[src/rtl/branch_target_predictor.sv]
// Branch predictor for the RV32 fetch stage: a direct-mapped BTB with a PHT of saturating counters.
// The PHT index is either bimodal or gshare. Lookup is combinational; training comes from MEM.
module branch_target_predictor #(
   parameter int ENTRIES   = 16,
   parameter int CTR_BITS  = 2,
   parameter int HIST_BITS = 4,
   parameter int TAG_BITS  = 8,
   parameter int MODE      = 2
) (
   input  logic        clk,
   input  logic        rst,
   input  logic [31:0] pc,
   output logic        pred_hit,
   output logic        pred_taken,
   output logic [31:0] pred_target,
   input  logic        update_en,
   input  logic [31:0] update_pc,
   input  logic        update_taken,
   input  logic [31:0] update_target,
   input  logic        update_pred_taken,
   output logic        mispredict,
   output logic [31:0] stat_resolved,
   output logic [31:0] stat_mispredict
);

   localparam int IDX = $clog2(ENTRIES);
   localparam logic [CTR_BITS-1:0] CTR_INIT = CTR_BITS'((1 << (CTR_BITS - 1)) - 1);
   localparam logic [CTR_BITS-1:0] CTR_MAX  = '1;

   logic [ENTRIES-1:0]  r_btbValid;
   logic [TAG_BITS-1:0] r_btbTag    [ENTRIES];
   logic [31:0]         r_btbTarget [ENTRIES];
   logic [CTR_BITS-1:0] r_pht       [ENTRIES];
   logic [HIST_BITS-1:0] r_ghr;
   logic [31:0]         r_statResolved;
   logic [31:0]         r_statMispredict;

   logic [IDX-1:0]       w_lkIdx;
   logic [IDX-1:0]       w_lkPhtIdx;
   logic [IDX-1:0]       w_upIdx;
   logic [IDX-1:0]       w_upPhtIdx;
   logic [TAG_BITS-1:0]  w_lkTag;
   logic [TAG_BITS-1:0]  w_upTag;
   logic [CTR_BITS-1:0]  w_lkCtr;
   logic [CTR_BITS-1:0]  w_upCtr;
   logic [CTR_BITS-1:0]  w_ctrNext;
   logic [HIST_BITS-1:0] w_ghrNext;
   logic                 w_train;
   logic                 w_unusedBits;

   assign w_lkIdx = pc[IDX+1:2];
   assign w_lkTag = pc[IDX+1+TAG_BITS:IDX+2];
   assign w_upIdx = update_pc[IDX+1:2];
   assign w_upTag = update_pc[IDX+1+TAG_BITS:IDX+2];

   // Lookup and update both hash with the GHR as it stands this cycle.
   generate
      if (MODE == 2) begin : gGshare
         assign w_lkPhtIdx = w_lkIdx ^ IDX'(r_ghr);
         assign w_upPhtIdx = w_upIdx ^ IDX'(r_ghr);
      end else begin : gBimodal
         assign w_lkPhtIdx = w_lkIdx;
         assign w_upPhtIdx = w_upIdx;
      end

      if (HIST_BITS == 1) begin : gHistOne
         assign w_ghrNext = update_taken;
      end else begin : gHistMany
         assign w_ghrNext = {r_ghr[HIST_BITS-2:0], update_taken};
      end
   endgenerate

   assign w_lkCtr = r_pht[w_lkPhtIdx];
   assign w_upCtr = r_pht[w_upPhtIdx];

   assign pred_hit    = r_btbValid[w_lkIdx] && (r_btbTag[w_lkIdx] == w_lkTag);
   assign pred_taken  = (MODE != 0) && pred_hit && w_lkCtr[CTR_BITS-1];
   assign pred_target = pred_taken ? r_btbTarget[w_lkIdx] : pc + 32'd4;

   assign mispredict      = update_en && (update_taken != update_pred_taken);
   assign stat_resolved   = r_statResolved;
   assign stat_mispredict = r_statMispredict;

   assign w_train      = update_en && (MODE != 0);
   assign w_unusedBits = ^{pc, update_pc, r_ghr};

   always_comb begin
      w_ctrNext = w_upCtr;
      if (update_taken && (w_upCtr != CTR_MAX)) begin
         w_ctrNext = w_upCtr + 1'b1;
      end else if (!update_taken && (w_upCtr != '0)) begin
         w_ctrNext = w_upCtr - 1'b1;
      end
   end

   always_ff @(posedge clk) begin
      if (rst) begin
         r_btbValid <= '0;
         for (int i = 0; i < ENTRIES; i++) begin
            r_pht[i] <= CTR_INIT;
         end
         r_ghr            <= '0;
         r_statResolved   <= '0;
         r_statMispredict <= '0;
      end else begin
         if (update_en && (r_statResolved != '1)) begin
            r_statResolved <= r_statResolved + 32'd1;
         end
         if (mispredict && (r_statMispredict != '1)) begin
            r_statMispredict <= r_statMispredict + 32'd1;
         end
         if (w_train) begin
            r_pht[w_upPhtIdx] <= w_ctrNext;
            r_ghr             <= w_ghrNext;
            if (update_taken) begin
               r_btbValid[w_upIdx] <= 1'b1;
            end
         end
      end
   end

   // Tag and target need no reset: the valid bit gates them.
   always_ff @(posedge clk) begin
      if (!rst && w_train && update_taken) begin
         r_btbTag[w_upIdx]    <= w_upTag;
         r_btbTarget[w_upIdx] <= update_target;
      end
   end

endmodule

[config.mk]
export PLATFORM = sky130hd
export DESIGN_NAME = branch_target_predictor
export DESIGN_NICKNAME = d
export VERILOG_FILES = /design/src/rtl/branch_target_predictor.sv
export SDC_FILE = /design/constraint.sdc
export NUM_CORES = 1
export LEC_CHECK = 0
export BUFFER_PORTS_ARGS = -buffer_cell sky130_fd_sc_hd__buf_4
export CORE_UTILIZATION = 55
export DETAILED_ROUTE_END_ITERATION = 6
export MAX_ROUTING_LAYER = met4
export PLACE_DENSITY = 0.76
export SLEW_MARGIN = 20
export SYNTH_ARGS = -nofsm -noshare
export SYNTH_HDL_FRONTEND = slang
export SYNTH_SLANG_ARGS = --single-unit
[constraint.sdc]
create_clock -name clk -period 7.6 [get_ports clk]
set_input_delay 2.28 -clock clk [delete_from_list [all_inputs] [get_ports clk]]
set_output_delay 2.28 -clock clk [all_outputs]
set_load 0.02 [all_outputs]
Yosys cells after proc, flatten, opt, wreduce, memory -nomap -nowiden. Memory sizes are Yosys's and may differ from the RTL's. Index checks and enable logic that the tools add are counted.

$lt $le $gt $ge: 3. Add/subtract/negate cells: 5. Bitwise gates (word level): 3. Reductions and logical operators: 15. Equal/unequal tests: 5. Multiplexer cells: 17.

Operators by type and width (count): 32-bit by 1-bit adder with 32-bit output (second input constant) (2); 32-bit != test (second input constant) (2); 32-bit by 3-bit adder with 32-bit output (second input constant) (1); 32-bit 2-to-1 mux (1); 16-bit bitwise OR (1); 1-bit logical AND (10); 4-bit by 5-bit less-than comparator with 1-bit output (second input constant) (2); 1-bit 2-to-1 mux (10); 8-bit equality test (1); 4-bit bitwise XOR (2); 2-bit 2-to-1 mux (3); 1-bit binary-select mux with 4-bit select (1); 1-bit demux with 4-bit select (1); 4-bit by 1-bit >= comparator with 1-bit output (second input constant) (1); 4-bit 2-to-1 mux (1); 2-bit by 1-bit adder with 2-bit output (second input constant) (1); 1-bit zero test (2); 2-bit != test (second input constant) (1); 2-bit AND reduction (1); 2-bit nonzero test (1); 2-bit OR reduction (1); 2-bit by 1-bit subtractor with 2-bit output (second input constant) (1); 1-bit != test (1).

Memory bits (writable): 672. Register bits after elaboration: 84. Output and inout port bits: 99. Memories: 3. Logic and storage cells: 55.

Memory list: r_btbTarget (words 16, width 32, rd ports 1, clocked after memory_dff 0, wr ports 1, RTL line 32) `logic [31:0] r_btbTarget [ENTRIES];`; r_btbTag (words 16, width 8, rd ports 1, clocked after memory_dff 0, wr ports 1, RTL line 31) `logic [TAG_BITS-1:0] r_btbTag [ENTRIES];`; r_pht (words 16, width 2, rd ports 2, clocked after memory_dff 0, wr ports 16, RTL line 33) `logic [CTR_BITS-1:0] r_pht [ENTRIES];`.

Logic depth before layout (Yosys ltp). Gate-level depths: netlist of run 1. An unclocked memory read counts as a cell.

Depth in word-level cells: 7. Mapped depth: 11. Gate-level depth less buffers: 9.

Least setup slack after synthesis of run 1. OpenSTA, ideal clock, no wires.

Path kind: input port to output port. From: input pc[2]. To: output pred_target[13]. Setup slack: 0.685 ns. Path buffers: 4. Required time: 5.320 ns. Data arrival time: 4.635 ns. Cell stages on the path: 7. Cells stage by stage: buf_4 -> buf_4 -> buf_4 -> buf_1 -> mux4_2 -> mux4_2 -> mux2_4.

Word-level cells in the longest chain between the ends: 5. Elaborated cells on any way between the ends: 11.

Ends and longest elaborated chain: start, declared (RTL line 12) `input logic [31:0] pc,`; memory read 16 x 8 bit / 1-bit binary-select mux with 4-bit select (equally long branches); 8-bit equality test / 1-bit 2-to-1 mux (equally long branches) (RTL line 76) `assign pred_hit = r_btbValid[w_lkIdx] && (r_btbTag[w_lkIdx] == w_lkTag);`; 1-bit logical AND (RTL line 76); 1-bit logical AND (RTL line 77) `assign pred_taken = (MODE != 0) && pred_hit && w_lkCtr[CTR_BITS-1];`; 32-bit 2-to-1 mux * (RTL line 78) `assign pred_target = pred_taken ? r_btbTarget[w_lkIdx] : pc + 32'd4;`; end, declared (RTL line 15) `output logic [31:0] pred_target,`.

Mark *: on every way between the ends. The rest lies on a longest branch, timed or not. The select of a mux whose other input is x is not followed.

Final worst setup path of run 1.
From: input pc[3]. To: output pred_target[5].

Same word-level chain as after synthesis.

==> results of run 1 <==
-- through the flow --
step           setup slack (ns)  hold slack, ns  setup TNS [ns]
3_3_place_gp              0.147           0.456               0
5_1_grt                 -0.0106           0.500         -0.0106
4_1_cts                   0.131           0.483               0
2_1_floorplan             0.685           0.449               0
6_report                  0.210           0.483               0
3_5_place_dp              0.140           0.472               0
-- cell families (layout without fill, tap and decap cells) --
logic type,Yosys count,in the layout,synth area share
buffers and inverters,114,386,0.0165
adder cells (fa/ha/maj),5,5,0.00202
flip-flops,756,756,0.705
AO/OA/AOI/OAI,80,80,0.0186
AND/OR/NAND/NOR,364,364,0.0583
other,0,5,0
multiplexers,271,271,0.169
XOR/XNOR,106,106,0.0304
-- worst register-to-register path, stage by stage (launching register included) --
cell and delay [ns]:
dfxtp_1 0.42, xor2_1 0.84, mux4_2 0.44, mux4_2 0.55
inv_1 0.09, ha_1 0.18, mux2i_1 0.12, xnor2_2 0.69
nand3_1 0.18
-- report_power, final --
| group | switching [W] | internal [W] | total, W | leakage (nW) |
|---|---|---|---|---|
| Clock | 0.00150 | 0.00189 | 0.00339 | 1.08 |
| Sequential | 0.0000123 | 0.00455 | 0.00456 | 6.71 |
| Combinational | 0.000283 | 0.000224 | 0.000508 | 4.04 |
| Total | 0.00180 | 0.00666 | 0.00846 | 11.8 |
-- synthesized netlist by cell type (2+ instances only) --
master	count
edfxtp_1	672
ha_1	5
mux4_2	188
nand3_1	54
or3_1	14
and4_1	14
a221oi_1	6
buf_6	4
mux2i_1	36
and2_1	3
nand2b_1	21
nor2b_1	7
nand4_1	23
nor3_1	16
or4_1	2
a21oi_1	11
xor2_1	57
inv_1	27
buf_4	8
mux2_2	19
a211oi_1	6
nor4_1	4
o2111ai_1	2
a2111oi_0	4
nand3b_1	5
xnor2_1	47
clkbuf_1	42
dfxtp_1	84
o22ai_1	26
o21ai_0	10
nor2_1	116
buf_1	14
buf_2	19
nand2_1	63
or2_2	3
mux2_4	28
and3_1	16
-- final timing paths --
check                              from                         end  slack, ns  depth (start not counted)
max reg2reg       r_ghr[1]$_SDFFE_PP0P_  r_pht[13][0]$_SDFFCE_PN1P_       3.81                          8
min reg2reg  r_btbValid[6]$_SDFFE_PP0P_  r_btbValid[6]$_SDFFE_PP0P_       0.48                          2
min          r_btbValid[6]$_SDFFE_PP0P_  r_btbValid[6]$_SDFFE_PP0P_       0.48                          2
max                               pc[3]              pred_target[5]       0.21                         10
-- layout by cell type, fill, tap and decap left out, types with 5 or more instances in the layout --
master     instances
edfxtp_1         672
buf_4            222
mux4_2           188
nor2_1           100
dfxtp_1           84
clkbuf_16         75
nand2_1           63
xor2_1            57
nand3_1           54
xnor2_1           47
mux2i_1           36
mux2_4            28
inv_1             27
o22ai_1           26
nand4_1           23
clkbuf_1          23
nand2b_1          21
mux2_2            19
nor3_1            16
and3_1            16
nor2_4            16
or3_1             14
and4_1            14
a21oi_1           11
clkinv_1          11
o21ai_0           10
clkinv_2          10
nor2b_1            7
a221oi_1           6
a211oi_1           6
diode_2            5
nand3b_1           5
ha_1               5
-- flip-flops by register name, indices dropped and copies added (netlist names) --
| name | count |
|---|---|
| r_ghr | 4 |
| r_btbTarget | 512 |
| r_btbValid | 16 |
| stat_mispredict | 32 |
| r_pht | 32 |
| stat_resolved | 32 |
| r_btbTag | 128 |
-- final cells by class --
cell class	count	share of cell area
well taps	748	0.0262
diodes	5	0.000351
repair buffers	229	0.0508
clock inverters	29	0.00593
flip-flops and latches	756	0.613
multi-input cells	826	0.245
inverters	27	0.00284
clock buffers	101	0.0562
-- layer usage --
metal  up-vias  wire (µm)  track usage
met4         0       1930       0.0905
met3       138       5030       0.0505
li1       7208          -            -
met1      8595      27500        0.333
met2       686      36000        0.419
met5         -          0            -
-- repair_timing --
action	4_1_cts	5_1_grt
endpoints found under the setup margin	0	3
setup buffers	0	1
hold buffers	0	0
hold endpoints to repair	0	0
gates resized for setup	0	1
==> flow_summary_export.csv, run 1 <==
group,metric,value,unit
run_status,status,"completed",
global_route,grt_usage,0.260,
floorplan,ioPinCount,200,
worst_setup_path,cp_slowest_cell,"mux4_2",
place,dpl_cell_area,33400,µm²
detailed_routing,drc,0,
finish,multi_input_area,8740,µm²
worst_setup_path,end_kind,"output pin",
clocking,cts_sinks,756,
floorplan,rows,86,
power_and_ir_drop,p_leak,11.8,nW
clocking,h-tree-depth,3,
finish,utilization,0.644,
finish,layoutNonFillerInstCount,2721,
worst_setup_path,cp_max_fo,28,
logic_synthesis,ys_warn_count,0,
timing,fin_crit,7.39,ns
finish,design_area,35700,µm²
logic_synthesis,synth-seq-cells,756,
clocking,max-clock-path-buffers,3,
detailed_routing,wl_per_cell,25.9,µm
finish,fillCellCount,3739,
floorplan,die_width,239,µm
finish,area_delta_synth_final,15.1,%
logic_synthesis,avgSynthCellArea,18.3,µm²
logic_synthesis,seq_area_frac_synth,0.705,
logic_synthesis,yosys.area.top_type,"edfxtp_1",
worst_setup_path,cpMostUsedCell,"buf_4",
floorplan,die_h,239,µm
logic_synthesis,synth_area_leaders,"edfxtp_1 65%, mux4_2 14%, dfxtp_1 5.4%",
logic_synthesis,async_flop_share,0,
detailed_routing,wl,70500,µm
logic_synthesis,yosys.cell_types.count,57,
worst_setup_path,critPathBufInv,4,
worst_setup_path,arrival,5.11,ns
timing,worst_slew_pin_slew,1.15,ns
worst_setup_path,timing.critical_path.from_type,"input port",
timing,finalCritPeriodShare,0.972,
global_route,grt_pass1_wl,105000,µm
worst_setup_path,cpLargestDelayFamily,"buffers and inverters",
power_and_ir_drop,power.total,0.00846,W
detailed_routing,vias,16627,
worst_setup_path,max_stage_delay,0.51,ns
worst_setup_path,worstPathRequired,5.32,ns
logic_synthesis,syn-instance-count,1696,
global_route,antenna_found_initial,4,
clocking,insertion_delay,0.61,ns
worst_setup_path,worstSetupPathType,"input port to output pin",
logic_synthesis,synth_top_area_share,0.651,
detailed_routing,vias_per_cell,6.11,
clocking,clk_pin_slew,0.06,ns
flow_run,drv_cap,0,
min_path,hold_class,"register to register",
clocking,clockRootBuffer,"clkbuf_16",
floorplan,die_area,57300,µm²
clocking,cts_buffers,74,
clocking,cts_tree,"built",
place,dpl.hpwl,40500,µm
floorplan,start_util,0.559,
place,io_buffers,179,
global_route,grt_pass1_vias,16867,
timing,finalSetupViolCount,0,
logic_synthesis,syn-num-nets,1802,
timing,drv_slew,0,
logic_synthesis,synth-edff-count,672,
finish,seq_area,21900,µm²
timing,skew,0.0158,ns
detailed_routing,drtIter0Drc,1501,
place,placed_cells,2584,
worst_setup_path,timing.critical_path.cells,"clkbuf_8 -> buf_4 -> mux4_2 -> o21ai_0 -> nand3_1 -> o32ai_1 -> nand4_4 -> buf_12 -> mux2_4 -> buf_4",
power_and_ir_drop,p_per_area,237,nW/µm²
timing,finalHoldViolCount,0,
finish,layout-drive-gt1-share,0.299,
floorplan,coreArea,55400,µm²
finish,nets,2020,
place,routabilityCongestion,0.831,
detailed_routing,drt_first_pass_iters,5,
timing,max_freq,135,MHz
timing,relSlewSlack,0.233,
logic_synthesis,ys.flop_type,"edfxtp_1",
global_route,grt_overflow,0,
logic_synthesis,syn-cell-area,31000,µm²
global_route,grt_max_degree,87,
detailed_routing,antenna_left,0,
power_and_ir_drop,ir_worst_vdd,0.000207,V
No activity file was read; power rests on OpenSTA's default activity.
==> run 2, diff against run 1 <==
- GPL_TIMING_DRIVEN: default -> 0
==> flow_summary_export.csv, run 2 (synthesis results as in run 1) <==
group,metric,value,unit
run_status,status,"completed",
detailed_routing,vias_per_cell,6.24,
clocking,clk_pin_slew,0.06,ns
power_and_ir_drop,p_leak,12.3,nW
clocking,cts_buffers,77,
global_route,grt_pass1_wl,112000,µm
detailed_routing,drtIter0Drc,2084,
worst_setup_path,timing.critical_path.from_type,"input port",
worst_setup_path,cp_slowest_cell,"o32ai_2",
clocking,cts_sinks,756,
floorplan,die_width,239,µm
min_path,hold_class,"register to register",
global_route,top_usage_layer,"met2",
finish,largest_register,"r_btbTarget",
worst_setup_path,worstSetupPathType,"input port to output pin",
timing,drv_slew,0,
detailed_routing,wl_per_cell,27.7,µm
floorplan,rows,86,
timing,max_freq,132,MHz
global_route,met1_usage,0.366,
floorplan,start_util,0.559,
worst_setup_path,cp_max_fo,10,
worst_setup_path,cpMostUsedCell,"buf_4",
finish,layout_commonest_cell,"edfxtp_1",
finish,largest_registers,"r_btbTarget x512, r_btbTag x128",
clocking,max-clock-path-buffers,3,
clocking,h-tree-depth,3,
clocking,insertion_delay,0.63,ns
detailed_routing,drc,0,
finish,largest_reg_flops,512,
timing,fin_tns_setup,0,ns
place,dpl.hpwl,49200,µm
clocking,cts_tree,"built",
finish,final_cell_mix,"672 x edfxtp_1, 188 x mux4_2, 183 x buf_4",
place,io_buffers,169,
global_route,grt_max_degree,20,
timing,skew,0.00591,ns
worst_setup_path,end_kind,"output pin",
timing,finalHoldViolCount,0,
worst_setup_path,max_stage_delay,0.42,ns
flow_run,drv_cap,0,
timing,hold_slack,0.478,ns
clocking,clockRootBuffer,"clkbuf_16",
detailed_routing,wl,77400,µm
detailed_routing,vias,17458,
timing,finalSetupViolCount,0,
timing,relSlewSlack,0.314,
power_and_ir_drop,ir_worst_vdd,0.000205,V
timing,worst_slack,0.0509,ns
finish,layout-drive-gt1-share,0.316,
clocking,ctsHoldBuffers,0,
place,routabilityCongestion,0.859,
finish,area_delta_synth_final,18.9,%
timing,worst_slew_pin_slew,1.03,ns
global_route,grt_pass1_vias,17503,
detailed_routing,antenna_left,0,
timing,rsz0062_at_grt,"no",
global_route,antenna_found_initial,4,
worst_setup_path,arrival,5.27,ns
power_and_ir_drop,power.total,0.00896,W
floorplan,coreArea,55400,µm²
worst_setup_path,timing.critical_path.cells,"buf_4 -> buf_4 -> buf_2 -> mux4_2 -> o21ai_0 -> o2111ai_1 -> o32ai_2 -> nand4_4 -> buf_6 -> mux2_4 -> buf_4",
finish,nets,2085,
floorplan,die_area,57300,µm²
timing,finalCritPeriodShare,0.993,
global_route,use_met3,0.0589,
floorplan,ioPinCount,200,
global_route,met2_usage,0.447,
global_route,grt_overflow,0,
timing,fin_crit,7.55,ns
worst_setup_path,worstPathRequired,5.32,ns
power_and_ir_drop,p_per_area,243,nW/µm²
place,place_ws,-0.593,ns
floorplan,die_h,239,µm
detailed_routing,drt_first_pass_iters,5,
global_route,grt_usage,0.283,
run 2: final cells by class:
cell class | count | area, µm²
clock inverter | 48 | 542
sequential | 756 | 21900
multi-input combinational | 826 | 8790
antenna | 6 | 15.0
inverter | 27 | 101
fill | 3567 | 18600
buffer | 85 | 460
timing repair buffer | 206 | 2080
tap | 748 | 936
clock buffer | 94 | 2040
run 2: final timing paths:
check	startpoint	depth (start not counted)	end	slack [ns]
worst max-delay path	pc[4]	11	pred_target[7]	0.05
worst min-delay path	r_btbValid[7]$_SDFFE_PP0P_	2	r_btbValid[7]$_SDFFE_PP0P_	0.48
worst max register to register	r_ghr[0]$_SDFFE_PP0P_	10	r_pht[1][0]$_SDFFCE_PN1P_	3.79
worst min register to register	r_btbValid[7]$_SDFFE_PP0P_	2	r_btbValid[7]$_SDFFE_PP0P_	0.48
run 2: worst max-delay path: cells and delay by family:
family	cells	cell delay [ns]
buffers and inverters	5	1.10
AOI/OAI and AO/OA	3	0.90
muxes	2	0.70
and+or+nand+nor	1	0.27
run 2: through the flow:
stage	cell area (µm²)	util	std cells
6_report	36800	0.665	2796
5_1_grt	36800	0.665	2794
4_1_cts	36800	0.664	2787
2_1_floorplan	31000	-	1696
3_5_place_dp	34100	0.615	2645
3_3_place_gp	33200	0.599	2613
run 2: where the power goes:
group | internal [W] | switching, W | leakage (nW) | total (W)
clock | 0.00224 | 0.00161 | 1.26 | 0.00386
combinational | 0.000229 | 0.000311 | 4.35 | 0.000540
sequential | 0.00455 | 0.0000125 | 6.71 | 0.00456
run 2: repair_timing:
item / CTS / global route
pin swaps: 1 / 2
gates resized for setup: 54 / 8
buffers inserted: 2 / 3
setup endpoints to repair: 32 / 28
run 2: metal layers:
metal	up-vias	wire (µm)
met5	-	0
met4	0	2460
met3	160	6800
met2	987	38700
met1	8959	29400
li1	7352	-
